### config.mk
export PLATFORM = sky130hd
export DESIGN_NAME = rvs_ooo_flat
export DESIGN_NICKNAME = d
export VERILOG_FILES = /design/src/rtl/rvs_ooo_if.sv /design/src/rtl/rvs_ooo.sv /design/src/flat_wrapper.sv
export SDC_FILE = /design/constraint.sdc
export NUM_CORES = 2
export LEC_CHECK = 0
export CORE_AREA = 2 2 333 335
export DETAILED_ROUTE_END_ITERATION = 10
export DIE_AREA = 0 0 335 337
export PLACE_DENSITY = 0.66
export SLEW_MARGIN = 20
export SYNTH_ARGS = -nofsm -noshare
export SYNTH_HDL_FRONTEND = slang
export SYNTH_SLANG_ARGS = --single-unit
### constraint.sdc
create_clock -name clk -period 4.9 [get_ports clk]
set_input_delay 1.47 -clock clk [delete_from_list [all_inputs] [get_ports clk]]
set_output_delay 1.47 -clock clk [all_outputs]
set_load 0.005 [all_outputs]
### src/rtl/rvs_ooo_if.sv
// rvs_ooo_if: dispatch / CDB / issue bundle for the out-of-order reservation station.
// Optional perf counter signals are present when RVS_OOO_PERF_CNT_EN is defined.
interface rvs_ooo_if #(
  parameter int DEPTH = 8,
  parameter int TAG_W = 5,
  parameter int OPC_W = 4,
  parameter int OFS_W = 12,
  parameter int N_CDB = 2
);
  localparam int CNT_W = $clog2(DEPTH) + 1;

  logic                   flush;
  logic                   dis_req;
  logic                   dis_rdy;
  logic [TAG_W-1:0]       dis_tag;
  logic [OPC_W-1:0]       dis_opc;
  logic [OFS_W-1:0]       dis_offset;
  logic                   dis_src1_vld;
  logic                   dis_src2_vld;
  logic [TAG_W-1:0]       dis_src1_tag;
  logic [TAG_W-1:0]       dis_src2_tag;
  logic [31:0]            dis_src1_wdata;
  logic [31:0]            dis_src2_wdata;
  logic [N_CDB-1:0]       cdb_wr;
  logic [N_CDB*TAG_W-1:0] cdb_tag;
  logic [N_CDB*32-1:0]    cdb_wdata;
  logic                   exu_req;
  logic                   exu_rdy;
  logic [TAG_W-1:0]       exu_tag;
  logic [OPC_W-1:0]       exu_opc;
  logic [OFS_W-1:0]       exu_offset;
  logic [31:0]            exu_src1;
  logic [31:0]            exu_src2;
  logic [CNT_W-1:0]       count;
`ifdef RVS_OOO_PERF_CNT_EN
  logic [31:0]            perf_issue_cnt;
  logic [31:0]            perf_full_stall_cnt;
`endif

  // Upstream / EXU side (drives requests, observes station state)
  modport master (
    output flush, dis_req, dis_opc, dis_offset, dis_src1_vld, dis_src2_vld,
           dis_src1_tag, dis_src2_tag, dis_src1_wdata, dis_src2_wdata,
           cdb_wr, cdb_tag, cdb_wdata, exu_rdy,
    input  dis_rdy, dis_tag, exu_req, exu_tag, exu_opc, exu_offset,
           exu_src1, exu_src2, count
`ifdef RVS_OOO_PERF_CNT_EN
    , input perf_issue_cnt, perf_full_stall_cnt
`endif
  );

  // Station side
  modport slave (
    input  flush, dis_req, dis_opc, dis_offset, dis_src1_vld, dis_src2_vld,
           dis_src1_tag, dis_src2_tag, dis_src1_wdata, dis_src2_wdata,
           cdb_wr, cdb_tag, cdb_wdata, exu_rdy,
    output dis_rdy, dis_tag, exu_req, exu_tag, exu_opc, exu_offset,
           exu_src1, exu_src2, count
`ifdef RVS_OOO_PERF_CNT_EN
    , output perf_issue_cnt, perf_full_stall_cnt
`endif
  );
endinterface

### src/rtl/rvs_ooo.sv
// rvs_ooo: out-of-order reservation station. Entries wake on CDB broadcasts and
// the oldest ready entry issues (age matrix). Entry i owns tag START_ID+i.
// Define RVS_OOO_PERF_CNT_EN to add issue / full-stall performance counters.
module rvs_ooo #(
  parameter int DEPTH    = 8,
  parameter int TAG_W    = 5,
  parameter int OPC_W    = 4,
  parameter int OFS_W    = 12,
  parameter int N_CDB    = 2,
  parameter int START_ID = 1
) (
  input  logic        clk,
  input  logic        rst,
  rvs_ooo_if.slave    bus
);
  localparam int IDX_W = $clog2(DEPTH);
  localparam int CNT_W = IDX_W + 1;

  typedef struct packed {
    logic        hit;
    logic [31:0] data;
  } snoop_t;

  // Lowest CDB channel carrying tag t wins; tag 0 never matches.
  function automatic snoop_t snoop(input logic [TAG_W-1:0]       t,
                                   input logic [N_CDB-1:0]       wr,
                                   input logic [N_CDB*TAG_W-1:0] tg,
                                   input logic [N_CDB*32-1:0]    dat);
    snoop_t s;
    s = '0;
    for (int c = N_CDB-1; c >= 0; c--) begin
      if (wr[c] && (t != '0) && (tg[c*TAG_W +: TAG_W] == t)) begin
        s.hit  = 1'b1;
        s.data = dat[c*32 +: 32];
      end
    end
    return s;
  endfunction

  logic [DEPTH-1:0]             r_busy, r_vld1, r_vld2;
  logic [DEPTH-1:0][TAG_W-1:0]  r_tag1, r_tag2;
  logic [DEPTH-1:0][31:0]       r_src1, r_src2;
  logic [DEPTH-1:0][OPC_W-1:0]  r_opc;
  logic [DEPTH-1:0][OFS_W-1:0]  r_ofs;
  logic [DEPTH-1:0][DEPTH-1:0]  r_age;   // r_age[i][j]: entry j is older than entry i
  logic [CNT_W-1:0]             r_count;

  logic [IDX_W-1:0] w_free_idx, w_sel_idx;
  logic [DEPTH-1:0] w_ready, w_sel_vec, w_free_vec;
  logic             w_dis_rdy, w_exu_req, w_alloc, w_issue;
  snoop_t           w_s1 [DEPTH];
  snoop_t           w_s2 [DEPTH];
  snoop_t           w_d1, w_d2;
  logic             w_d1_vld, w_d2_vld;
  logic [31:0]      w_d1_dat, w_d2_dat;

  for (genvar g = 0; g < DEPTH; g++) begin : g_snoop
    assign w_s1[g] = snoop(r_tag1[g], bus.cdb_wr, bus.cdb_tag, bus.cdb_wdata);
    assign w_s2[g] = snoop(r_tag2[g], bus.cdb_wr, bus.cdb_tag, bus.cdb_wdata);
  end

  // Dispatched operands also snoop the CDB so a same-cycle broadcast is not lost.
  // A not-valid operand carrying tag 0 has no producer and is taken as ready.
  assign w_d1     = snoop(bus.dis_src1_tag, bus.cdb_wr, bus.cdb_tag, bus.cdb_wdata);
  assign w_d2     = snoop(bus.dis_src2_tag, bus.cdb_wr, bus.cdb_tag, bus.cdb_wdata);
  assign w_d1_vld = bus.dis_src1_vld | (bus.dis_src1_tag == '0) | w_d1.hit;
  assign w_d2_vld = bus.dis_src2_vld | (bus.dis_src2_tag == '0) | w_d2.hit;
  assign w_d1_dat = (!bus.dis_src1_vld && w_d1.hit) ? w_d1.data : bus.dis_src1_wdata;
  assign w_d2_dat = (!bus.dis_src2_vld && w_d2.hit) ? w_d2.data : bus.dis_src2_wdata;

  // Lowest-indexed free entry receives the next dispatch
  always_comb begin
    w_free_idx = '0;
    for (int i = DEPTH-1; i >= 0; i--)
      if (!r_busy[i]) w_free_idx = IDX_W'(i);
  end

  assign w_ready = r_busy & r_vld1 & r_vld2;

  // Oldest ready entry: ready and no other ready entry is older
  always_comb begin
    w_sel_vec = '0;
    w_sel_idx = '0;
    for (int i = 0; i < DEPTH; i++)
      if (w_ready[i] && ((w_ready & r_age[i]) == '0)) w_sel_vec[i] = 1'b1;
    for (int i = DEPTH-1; i >= 0; i--)
      if (w_sel_vec[i]) w_sel_idx = IDX_W'(i);
  end

  assign w_dis_rdy  = ~&r_busy;
  assign w_exu_req  = |w_ready;
  assign w_alloc    = bus.dis_req && w_dis_rdy && !bus.flush;
  assign w_issue    = w_exu_req && bus.exu_rdy && !bus.flush;
  assign w_free_vec = w_issue ? w_sel_vec : '0;

  assign bus.dis_rdy    = w_dis_rdy;
  assign bus.dis_tag    = TAG_W'(START_ID) + TAG_W'(w_free_idx);
  assign bus.exu_req    = w_exu_req;
  assign bus.exu_tag    = TAG_W'(START_ID) + TAG_W'(w_sel_idx);
  assign bus.exu_opc    = r_opc[w_sel_idx];
  assign bus.exu_offset = r_ofs[w_sel_idx];
  assign bus.exu_src1   = r_src1[w_sel_idx];
  assign bus.exu_src2   = r_src2[w_sel_idx];
  assign bus.count      = r_count;

  // Entry state: allocate, wake on CDB, free on issue, age tracking
  always_ff @(posedge clk or negedge rst) begin
    if (!rst) begin
      r_busy <= '0;
      r_vld1 <= '0;
      r_vld2 <= '0;
      r_tag1 <= '0;
      r_tag2 <= '0;
      r_src1 <= '0;
      r_src2 <= '0;
      r_opc  <= '0;
      r_ofs  <= '0;
      r_age  <= '0;
    end else begin
      for (int e = 0; e < DEPTH; e++) begin
        if (bus.flush) begin
          r_busy[e] <= 1'b0;
          r_age[e]  <= '0;
        end else if (w_alloc && (w_free_idx == IDX_W'(e))) begin
          r_busy[e] <= 1'b1;
          r_opc[e]  <= bus.dis_opc;
          r_ofs[e]  <= bus.dis_offset;
          r_vld1[e] <= w_d1_vld;
          r_vld2[e] <= w_d2_vld;
          r_tag1[e] <= w_d1_vld ? '0 : bus.dis_src1_tag;
          r_tag2[e] <= w_d2_vld ? '0 : bus.dis_src2_tag;
          r_src1[e] <= w_d1_dat;
          r_src2[e] <= w_d2_dat;
          // every surviving busy entry is older than the newcomer
          r_age[e]  <= r_busy & ~w_free_vec;
        end else begin
          if (w_free_vec[e]) begin
            r_busy[e] <= 1'b0;
            r_age[e]  <= '0;
          end else begin
            r_age[e]  <= r_age[e] & ~w_free_vec;
          end
          if (r_busy[e] && !r_vld1[e] && w_s1[e].hit) begin
            r_vld1[e] <= 1'b1;
            r_tag1[e] <= '0;
            r_src1[e] <= w_s1[e].data;
          end
          if (r_busy[e] && !r_vld2[e] && w_s2[e].hit) begin
            r_vld2[e] <= 1'b1;
            r_tag2[e] <= '0;
            r_src2[e] <= w_s2[e].data;
          end
        end
      end
    end
  end

  // Occupancy: +1 on dispatch, -1 on issue, cleared by flush
  always_ff @(posedge clk or negedge rst) begin
    if (!rst)                       r_count <= '0;
    else if (bus.flush)             r_count <= '0;
    else if (w_alloc && !w_issue)   r_count <= r_count + CNT_W'(1);
    else if (!w_alloc && w_issue)   r_count <= r_count - CNT_W'(1);
  end

`ifdef RVS_OOO_PERF_CNT_EN
  logic [31:0] r_perf_issue, r_perf_stall;

  // Free-running event counters; flush does not touch them
  always_ff @(posedge clk or negedge rst) begin
    if (!rst) begin
      r_perf_issue <= '0;
      r_perf_stall <= '0;
    end else begin
      if (w_exu_req && bus.exu_rdy)   r_perf_issue <= r_perf_issue + 32'd1;
      if (bus.dis_req && !w_dis_rdy)  r_perf_stall <= r_perf_stall + 32'd1;
    end
  end

  assign bus.perf_issue_cnt      = r_perf_issue;
  assign bus.perf_full_stall_cnt = r_perf_stall;
`endif
endmodule

### src/flat_wrapper.sv
// flat-port wrapper written by rule: the top's interface ports become plain ports
module rvs_ooo_flat 
#(
  parameter int DEPTH    = 8,
  parameter int TAG_W    = 5,
  parameter int OPC_W    = 4,
  parameter int OFS_W    = 12,
  parameter int N_CDB    = 2,
  parameter int START_ID = 1
)
  (clk, rst, bus_flush, bus_dis_req, bus_dis_opc, bus_dis_offset, bus_dis_src1_vld, bus_dis_src2_vld, bus_dis_src1_tag, bus_dis_src2_tag, bus_dis_src1_wdata, bus_dis_src2_wdata, bus_cdb_wr, bus_cdb_tag, bus_cdb_wdata, bus_exu_rdy, bus_dis_rdy, bus_dis_tag, bus_exu_req, bus_exu_tag, bus_exu_opc, bus_exu_offset, bus_exu_src1, bus_exu_src2, bus_count);
  rvs_ooo_if #(.DEPTH(DEPTH), .TAG_W(TAG_W), .OPC_W(OPC_W), .OFS_W(OFS_W), .N_CDB(N_CDB)) bus_i ();
  input  logic clk;
  input  logic rst;
  input wire logic [$bits(bus_i.flush)-1:0] bus_flush;
  input wire logic [$bits(bus_i.dis_req)-1:0] bus_dis_req;
  input wire logic [$bits(bus_i.dis_opc)-1:0] bus_dis_opc;
  input wire logic [$bits(bus_i.dis_offset)-1:0] bus_dis_offset;
  input wire logic [$bits(bus_i.dis_src1_vld)-1:0] bus_dis_src1_vld;
  input wire logic [$bits(bus_i.dis_src2_vld)-1:0] bus_dis_src2_vld;
  input wire logic [$bits(bus_i.dis_src1_tag)-1:0] bus_dis_src1_tag;
  input wire logic [$bits(bus_i.dis_src2_tag)-1:0] bus_dis_src2_tag;
  input wire logic [$bits(bus_i.dis_src1_wdata)-1:0] bus_dis_src1_wdata;
  input wire logic [$bits(bus_i.dis_src2_wdata)-1:0] bus_dis_src2_wdata;
  input wire logic [$bits(bus_i.cdb_wr)-1:0] bus_cdb_wr;
  input wire logic [$bits(bus_i.cdb_tag)-1:0] bus_cdb_tag;
  input wire logic [$bits(bus_i.cdb_wdata)-1:0] bus_cdb_wdata;
  input wire logic [$bits(bus_i.exu_rdy)-1:0] bus_exu_rdy;
  output wire logic [$bits(bus_i.dis_rdy)-1:0] bus_dis_rdy;
  output wire logic [$bits(bus_i.dis_tag)-1:0] bus_dis_tag;
  output wire logic [$bits(bus_i.exu_req)-1:0] bus_exu_req;
  output wire logic [$bits(bus_i.exu_tag)-1:0] bus_exu_tag;
  output wire logic [$bits(bus_i.exu_opc)-1:0] bus_exu_opc;
  output wire logic [$bits(bus_i.exu_offset)-1:0] bus_exu_offset;
  output wire logic [$bits(bus_i.exu_src1)-1:0] bus_exu_src1;
  output wire logic [$bits(bus_i.exu_src2)-1:0] bus_exu_src2;
  output wire logic [$bits(bus_i.count)-1:0] bus_count;
  assign bus_i.flush = bus_flush;
  assign bus_i.dis_req = bus_dis_req;
  assign bus_i.dis_opc = bus_dis_opc;
  assign bus_i.dis_offset = bus_dis_offset;
  assign bus_i.dis_src1_vld = bus_dis_src1_vld;
  assign bus_i.dis_src2_vld = bus_dis_src2_vld;
  assign bus_i.dis_src1_tag = bus_dis_src1_tag;
  assign bus_i.dis_src2_tag = bus_dis_src2_tag;
  assign bus_i.dis_src1_wdata = bus_dis_src1_wdata;
  assign bus_i.dis_src2_wdata = bus_dis_src2_wdata;
  assign bus_i.cdb_wr = bus_cdb_wr;
  assign bus_i.cdb_tag = bus_cdb_tag;
  assign bus_i.cdb_wdata = bus_cdb_wdata;
  assign bus_i.exu_rdy = bus_exu_rdy;
  assign bus_dis_rdy = bus_i.dis_rdy;
  assign bus_dis_tag = bus_i.dis_tag;
  assign bus_exu_req = bus_i.exu_req;
  assign bus_exu_tag = bus_i.exu_tag;
  assign bus_exu_opc = bus_i.exu_opc;
  assign bus_exu_offset = bus_i.exu_offset;
  assign bus_exu_src1 = bus_i.exu_src1;
  assign bus_exu_src2 = bus_i.exu_src2;
  assign bus_count = bus_i.count;
  rvs_ooo #(.DEPTH(DEPTH), .TAG_W(TAG_W), .OPC_W(OPC_W), .OFS_W(OFS_W), .N_CDB(N_CDB), .START_ID(START_ID)) u_core (.clk(clk), .rst(rst), .bus(bus_i));
endmodule
* Word level (Yosys, flattened, before mapping)
Cells that the tools add are included.
** Word-level totals
- Register bits :: 812
- Input bits :: 173
- Output and inout port bits :: 96
- Logic and storage cells :: 604
** Cells by class
- Add/sub/neg operators :: 4
- Order comparisons :: 1
- Equality and inequality tests :: 43
- Multiplexer cells :: 220
- Bitwise gates (word level) :: 25
- Reductions and logical operators :: 230
** Operator list (count)
- $mux W33 :: 36
- $mux W32 :: 36
- $mux W8 :: 25
- $bmux W32 S3 :: 2
- $eq A5 B5 Y1 :: 36
- $mux W5 :: 34
- $and A8 B8 Y8 :: 19
- $logic_and A1 B1 Y1 :: 128
- $reduce_bool A5 Y1 :: 18
- $logic_not A8 Y1 :: 8
- $mux W1 :: 64
- $mux W3 :: 16
- $reduce_and A2 Y1 :: 24
- $bmux W12 S3 :: 1
- $reduce_bool A2 Y1 :: 16
- $reduce_bool A3 Y1 :: 9
- $logic_not A1 Y1 :: 22
- $mux W4 :: 4
- $bmux W4 S3 :: 1
- $eq A3 B3 Y1 const B :: 4
- $mux W12 :: 1
- $logic_not A5 Y1 :: 2
- $add A1 B3 Y4 const A :: 2
- $not A8 Y8 :: 1
- other kinds (10) :: 14

* Logic depth before layout (Yosys ltp)
- Depth after elaboration :: 16
- Gate-level depth with buffers :: 15
- Mapped depth without buffers :: 12

* Worst setup path after synthesis
No wires, ideal clock.
- Path kind :: register to output
- Start :: register u_core.r_busy[2]
- End :: output port bus_exu_tag[2]
- Arrival :: 2.496 ns
- Slack :: 0.934 ns
- Cell stages (with the launch flop) :: 14
- Cells stage by stage :: dfrtp_1 buf_2 and3_1 a211o_1 nor3_2 o211ai_1 a31oi_1 or2_1 clkbuf_1 buf_2 buf_2 inv_1 ha_1 xor2_1
** On the way
- Cells in the longest elaborated chain, start to end :: 15
- Elaborated cells on any way between the ends :: 43
- Those cells by class :: add/sub: 1; mux: 16; bitwise: 10; reduce/logical: 16
** Ends and longest elaborated chain
- start, declared :: RTL line rvs_ooo.sv:40 : logic [DEPTH-1:0] r_busy, r_vld1, r_vld2;
- start signal, assigned :: RTL line rvs_ooo.sv:109 : r_busy <= '0;
- start signal, assigned by index :: RTL line rvs_ooo.sv:122 : r_busy[e] <= 1'b0;
- start signal, assigned by index :: RTL line rvs_ooo.sv:125 : r_busy[e] <= 1'b1;
- $and A8 B8 Y8 * (2 in series) :: RTL line rvs_ooo.sv:78 : assign w_ready = r_busy & r_vld1 & r_vld2;
- $and A8 B8 Y8 :: RTL line rvs_ooo.sv:85 : if (w_ready[i] && ((w_ready & r_age[i]) == '0)) w_sel_vec[i] = 1'b1;
- $logic_not A8 Y1 :: RTL line rvs_ooo.sv:85
- $logic_and A1 B1 Y1 :: RTL line rvs_ooo.sv:85
- $mux W1 :: RTL line rvs_ooo.sv:85
- $mux W3 (7 in series) :: RTL line rvs_ooo.sv:87 : if (w_sel_vec[i]) w_sel_idx = IDX_W'(i);
- $mux W3 * :: RTL line rvs_ooo.sv:87
- $add A1 B3 Y4 * :: RTL line rvs_ooo.sv:99 : assign bus.exu_tag = TAG_W'(START_ID) + TAG_W'(w_sel_idx);
- end, declared :: RTL line flat_wrapper.sv:32 : output wire logic [$bits(bus_i.exu_tag)-1:0] bus_exu_tag;
Mark *: on every way between the ends. The rest lies on a longest branch, timed or not.

* Worst setup path in the final report
- Start :: register u_core.r_vld1[7]
- End :: output port bus_exu_src1[15]
** On the way
- Cells in the longest elaborated chain, start to end :: 16
- Elaborated cells on any way between the ends :: 44
- Those cells by class :: mux: 18; bitwise: 10; reduce/logical: 16
** Ends and longest elaborated chain
- start, declared :: RTL line rvs_ooo.sv:40
- start signal, assigned by index :: RTL line rvs_ooo.sv:128 : r_vld1[e] <= w_d1_vld;
- $and A8 B8 Y8 * (2 in series) :: RTL line rvs_ooo.sv:78
- $and A8 B8 Y8 :: RTL line rvs_ooo.sv:85
- $logic_not A8 Y1 :: RTL line rvs_ooo.sv:85
- $logic_and A1 B1 Y1 :: RTL line rvs_ooo.sv:85
- $mux W1 :: RTL line rvs_ooo.sv:85
- $mux W3 (7 in series) :: RTL line rvs_ooo.sv:87
- $mux W3 * :: RTL line rvs_ooo.sv:87
- $bmux W32 S3 * :: RTL line rvs_ooo.sv:102 : assign bus.exu_src1 = r_src1[w_sel_idx];
- $mux W32 (not written as such) * :: RTL line rvs_ooo.sv:102
- end, declared :: RTL line flat_wrapper.sv:35 : output wire logic [$bits(bus_i.exu_src1)-1:0] bus_exu_src1;
Mark *: on every way between the ends. The rest lies on a longest branch, timed or not. The select of a mux whose other input is x is not followed.

==> flow_summary.json <==
{
  "viasPerCell": 6.87,
  "fin_skew_ns": 0.0491,
  "place_congestion": 1.00,
  "post-place-cells": 6630,
  "violations": "negative setup slack",
  "relSlewSlack_pct": 29.5,
  "synth_top_area_share_pct": 41.6,
  "ys_ff_latch": 812,
  "finalCriticalPeriod_ns": 5.06,
  "grt_use_met2_pct": 52.1,
  "cts_buffer_depth": 3,
  "top_usage_layer": "met2",
  "dieArea_um2": 113000,
  "worst_pin_slew_ns": 1.05,
  "io_buffers": 266,
  "drc": 0,
  "yosysTopAreaCell": "dfrtp_1",
  "grt_max_degree": 93,
  "clk_latency_ns": 0.70,
  "cp.arrival_ns": 3.59,
  "htreeDepth": 3,
  "critPathLaunchType": "flip-flop",
  "initial_core_util_pct": 44.6,
  "cts_hold_buf": 0,
  "fmax_mhz": 198,
  "io_pins": 269,
  "rsz0062_at_grt": "true",
  "ir_drop_uv": 296,
  "fill_cells": 9316,
  "via_count": 47800,
  "ff2ff_setup_slack_ns": 1.54,
  "area_delta_synth_final_pct": 24.9,
  "ys_seq_area_share_pct": 41.6,
  "yosys_warnings": 0,
  "synth_edf_count": 0,
  "dieHeight_um": 337,
  "grt_util_met1_pct": 46.5,
  "core_um2": 110000,
  "post_drt_wl_per_cell_um": 29.4,
  "setup_violations": 41,
  "utilization_pct": 55.7,
  "hold_viol": 0,
  "nets": 5625,
  "whs_ns": 0.475,
  "finalMaxSlewViolations": 0,
  "dr.pass1.iters": 6,
  "power_density_nw_per_um2": 314,
  "drive_above_1_share_pct": 19.7,
  "rr_endpoint": "u_core.r_src1[209]$_DFFE_PN0P_",
  "reg2reg_depth": 11,
  "cts_tree": "yes",
  "critPathRequiredTime_ns": 3.43,
  "hpwl_um": 119000,
  "synth_area_leaders": "dfrtp_1 (42%), mux2i_1 (9.0%), o211ai_1 (6.9%), nand2_1 (6.7%), o21ai_0 (4.0%)",
  "hp-class": "reg2reg",
  "pre_cts_ws_ns": -0.0105,
  "cts.sinks": 812,
  "cts.clk_slew.worst_paths_ns": 0.06,
  "fp.dieW_um": 335,
  "period_share_pct": 103,
  "critical_path_class": "reg2out",
  "async_reset_ff_share_pct": 100,
  "syn_area_um2": 48900,
  "met3_usage_pct": 8.38,
  "max-cap-violations": 0,
  "grt_pass1_wl_um": 297000,
  "grt_pass1_vias": 45100,
  "cp_max_fo": 5,
  "numCtsBuffers": 92,
  "p_leak_nw": 24.8,
  "fin_ws_ns": -0.158,
  "drtIter0Drc": 6635,
  "synth_top_flop_cell": "dfrtp_1",
  "synth_cell_types": 65,
  "syn_area_per_cell_um2": 9.32,
  "grt_overflow_total": 0,
  "min_to": "u_core.r_ofs[55]$_DFFE_PN0P_",
  "r2r_start": "u_core.r_busy[7]$_DFFE_PN0P_",
  "grt_use_total_pct": 34.6,
  "antenna_found_initial": 5,
  "wirelength_um": 204000,
  "instances_no_fill": 6946,
  "root_buffer": "clkbuf_16",
  "min_from": "u_core.r_ofs[55]$_DFFE_PN0P_",
  "end_kind": "output port",
  "status": "finished with violations",
  "synthCells": 5249,
  "hold_path_depth": 2,
  "antenna_left": 0,
  "std_cell_rows": 122
}
## cells in the final DEF, fill, tap and decap left out, drive strengths merged, types with 9 or more instances in the layout
cell	instances
a211o	35
a211oi	43
a21o	34
a21oi	78
a221o	98
a221oi	32
a22oi	37
and2	12
buf	548
clkbuf	155
clkdlybuf4s50	183
clkinv	21
dfrtp	812
ha	9
inv	27
mux2	96
mux2i	464
nand2	872
nand2b	10
nand3	92
nand4	61
nor2	103
nor3	29
nor4	25
o211ai	451
o21a	43
o21ai	522
o221ai	160
o22ai	30
o32a	160
or4	20
xnor2	118
xor2	63
## worst max path at each step
stage                                            start               end  slack (ns)  cells after the start
after floorplan           u_core.r_busy[2]$_DFFE_PN0P_    bus_exu_tag[2]        0.93                     13
after global placement    u_core.r_busy[3]$_DFFE_PN0P_  bus_exu_src1[15]        0.05                     11
after detailed placement  u_core.r_busy[3]$_DFFE_PN0P_  bus_exu_src1[15]       -0.01                     11
after CTS                 u_core.r_vld2[2]$_DFFE_PN0P_  bus_exu_src1[10]       -0.16                     15
after global routing      u_core.r_busy[6]$_DFFE_PN0P_  bus_exu_src1[20]       -0.24                     15
final                     u_core.r_vld1[7]$_DFFE_PN0P_  bus_exu_src1[15]       -0.16                     13
## area by class of cell
type                    instances  area [um^2]  area share (%)
clock inverters                32          380           0.623
multi-input cells            3758        27300            44.7
diodes                          3         7.51          0.0123
flip-flops and latches        812        20300            33.3
clock buffers                 137         2700            4.42
inverters                      25         93.8           0.154
well taps                    1426         1780            2.92
repair buffers                753         8460            13.9
## timing repair
item / 4_1_cts / 5_1_grt
pin swaps: 54 / 45
cloned: 22 / 10
endpoints found under the setup margin: 84 / 84
buffers inserted: 86 / 41
gates resized for setup: 486 / 157
## sequential cells by signal (all words and copies together) (netlist names)
name              cells
u_core.r_vld1         8
u_core.r_age         64
u_core.r_ofs         96
u_core.r_busy         8
u_core.r_tag2        40
u_core.r_tag1        40
u_core.r_opc         32
u_core.bus.count      4
u_core.r_src1       256
u_core.r_src2       256
u_core.r_vld2         8
## worst max-delay path, stage by stage (launching register included)
cell and delay, ns:
dfrtp_1 0.43, and3_4 0.23, a22oi_2 0.19, nand3_2 0.19, and2_4 0.24, a311oi_4 0.35, buf_12 0.16, buf_12 0.12
buf_12 0.13, buf_16 0.13, o221ai_1 0.14, mux2i_2 0.31, buf_4 0.17, buf_4 0.10
## through the flow
stage	instance area (um^2)	setup TNS [ns]	power [mW]
5_1_grt	61000	-8.74	19.8
3_3_place_gp	54800	0	11.6
2_1_floorplan	48900	0	9.95
6_report	61100	-2.57	19.1
3_5_place_dp	54800	-0.0105	11.7
4_1_cts	59800	-3.28	18.8
## per-layer routing
layer | vias up | part of all wire, %
met1 | 23700 | 39
li1 | 19900 | -
met3 | 619 | 12
met5 | - | 0.014
met4 | 4 | 5.2
met2 | 3458 | 44
## cell families after synthesis
| family | count (synthesis) | share of synthesized area, % |
|---|---|---|
| AOI/OAI and AO/OA | 1741 | 25.7 |
| and+or+nand+nor | 1264 | 11.3 |
| DFF | 812 | 41.6 |
| buffers and inverters | 680 | 6.00 |
| muxes | 560 | 11.9 |
| xor gates and xnor gates | 181 | 3.24 |
| adders and majority gates | 10 | 0.271 |
| other | 1 | 0.00767 |
## power by group
group          internal, mW  leakage, nW  switching (mW)  total [mW]
clock                  4.09         1.51            3.07        7.16
sequential             7.45         11.0           0.626        8.07
combinational          1.87         12.3            2.03        3.90
total                  13.4         24.8            5.73        19.1
## cells in the mapped netlist, types with 14 or more instances
master,instances
nand2_1,872
dfrtp_1,812
o211ai_1,451
mux2i_1,439
clkbuf_1,419
o21ai_0,388
o32a_1,160
buf_2,154
o221ai_1,151
o21ai_1,134
xnor2_1,118
nor2_1,103
a221o_1,98
mux2_2,96
nand3_1,90
a21oi_1,76
xor2_1,63
nand4_1,61
buf_1,44
o21a_1,43
a211oi_1,40
a22oi_1,37
a211o_1,35
a21o_1,34
a221oi_1,32
o22ai_1,30
inv_1,25
mux2i_2,25
buf_4,22
nor3_1,21
or4_1,20
buf_6,14
Power figures use the tool's default switching activity.
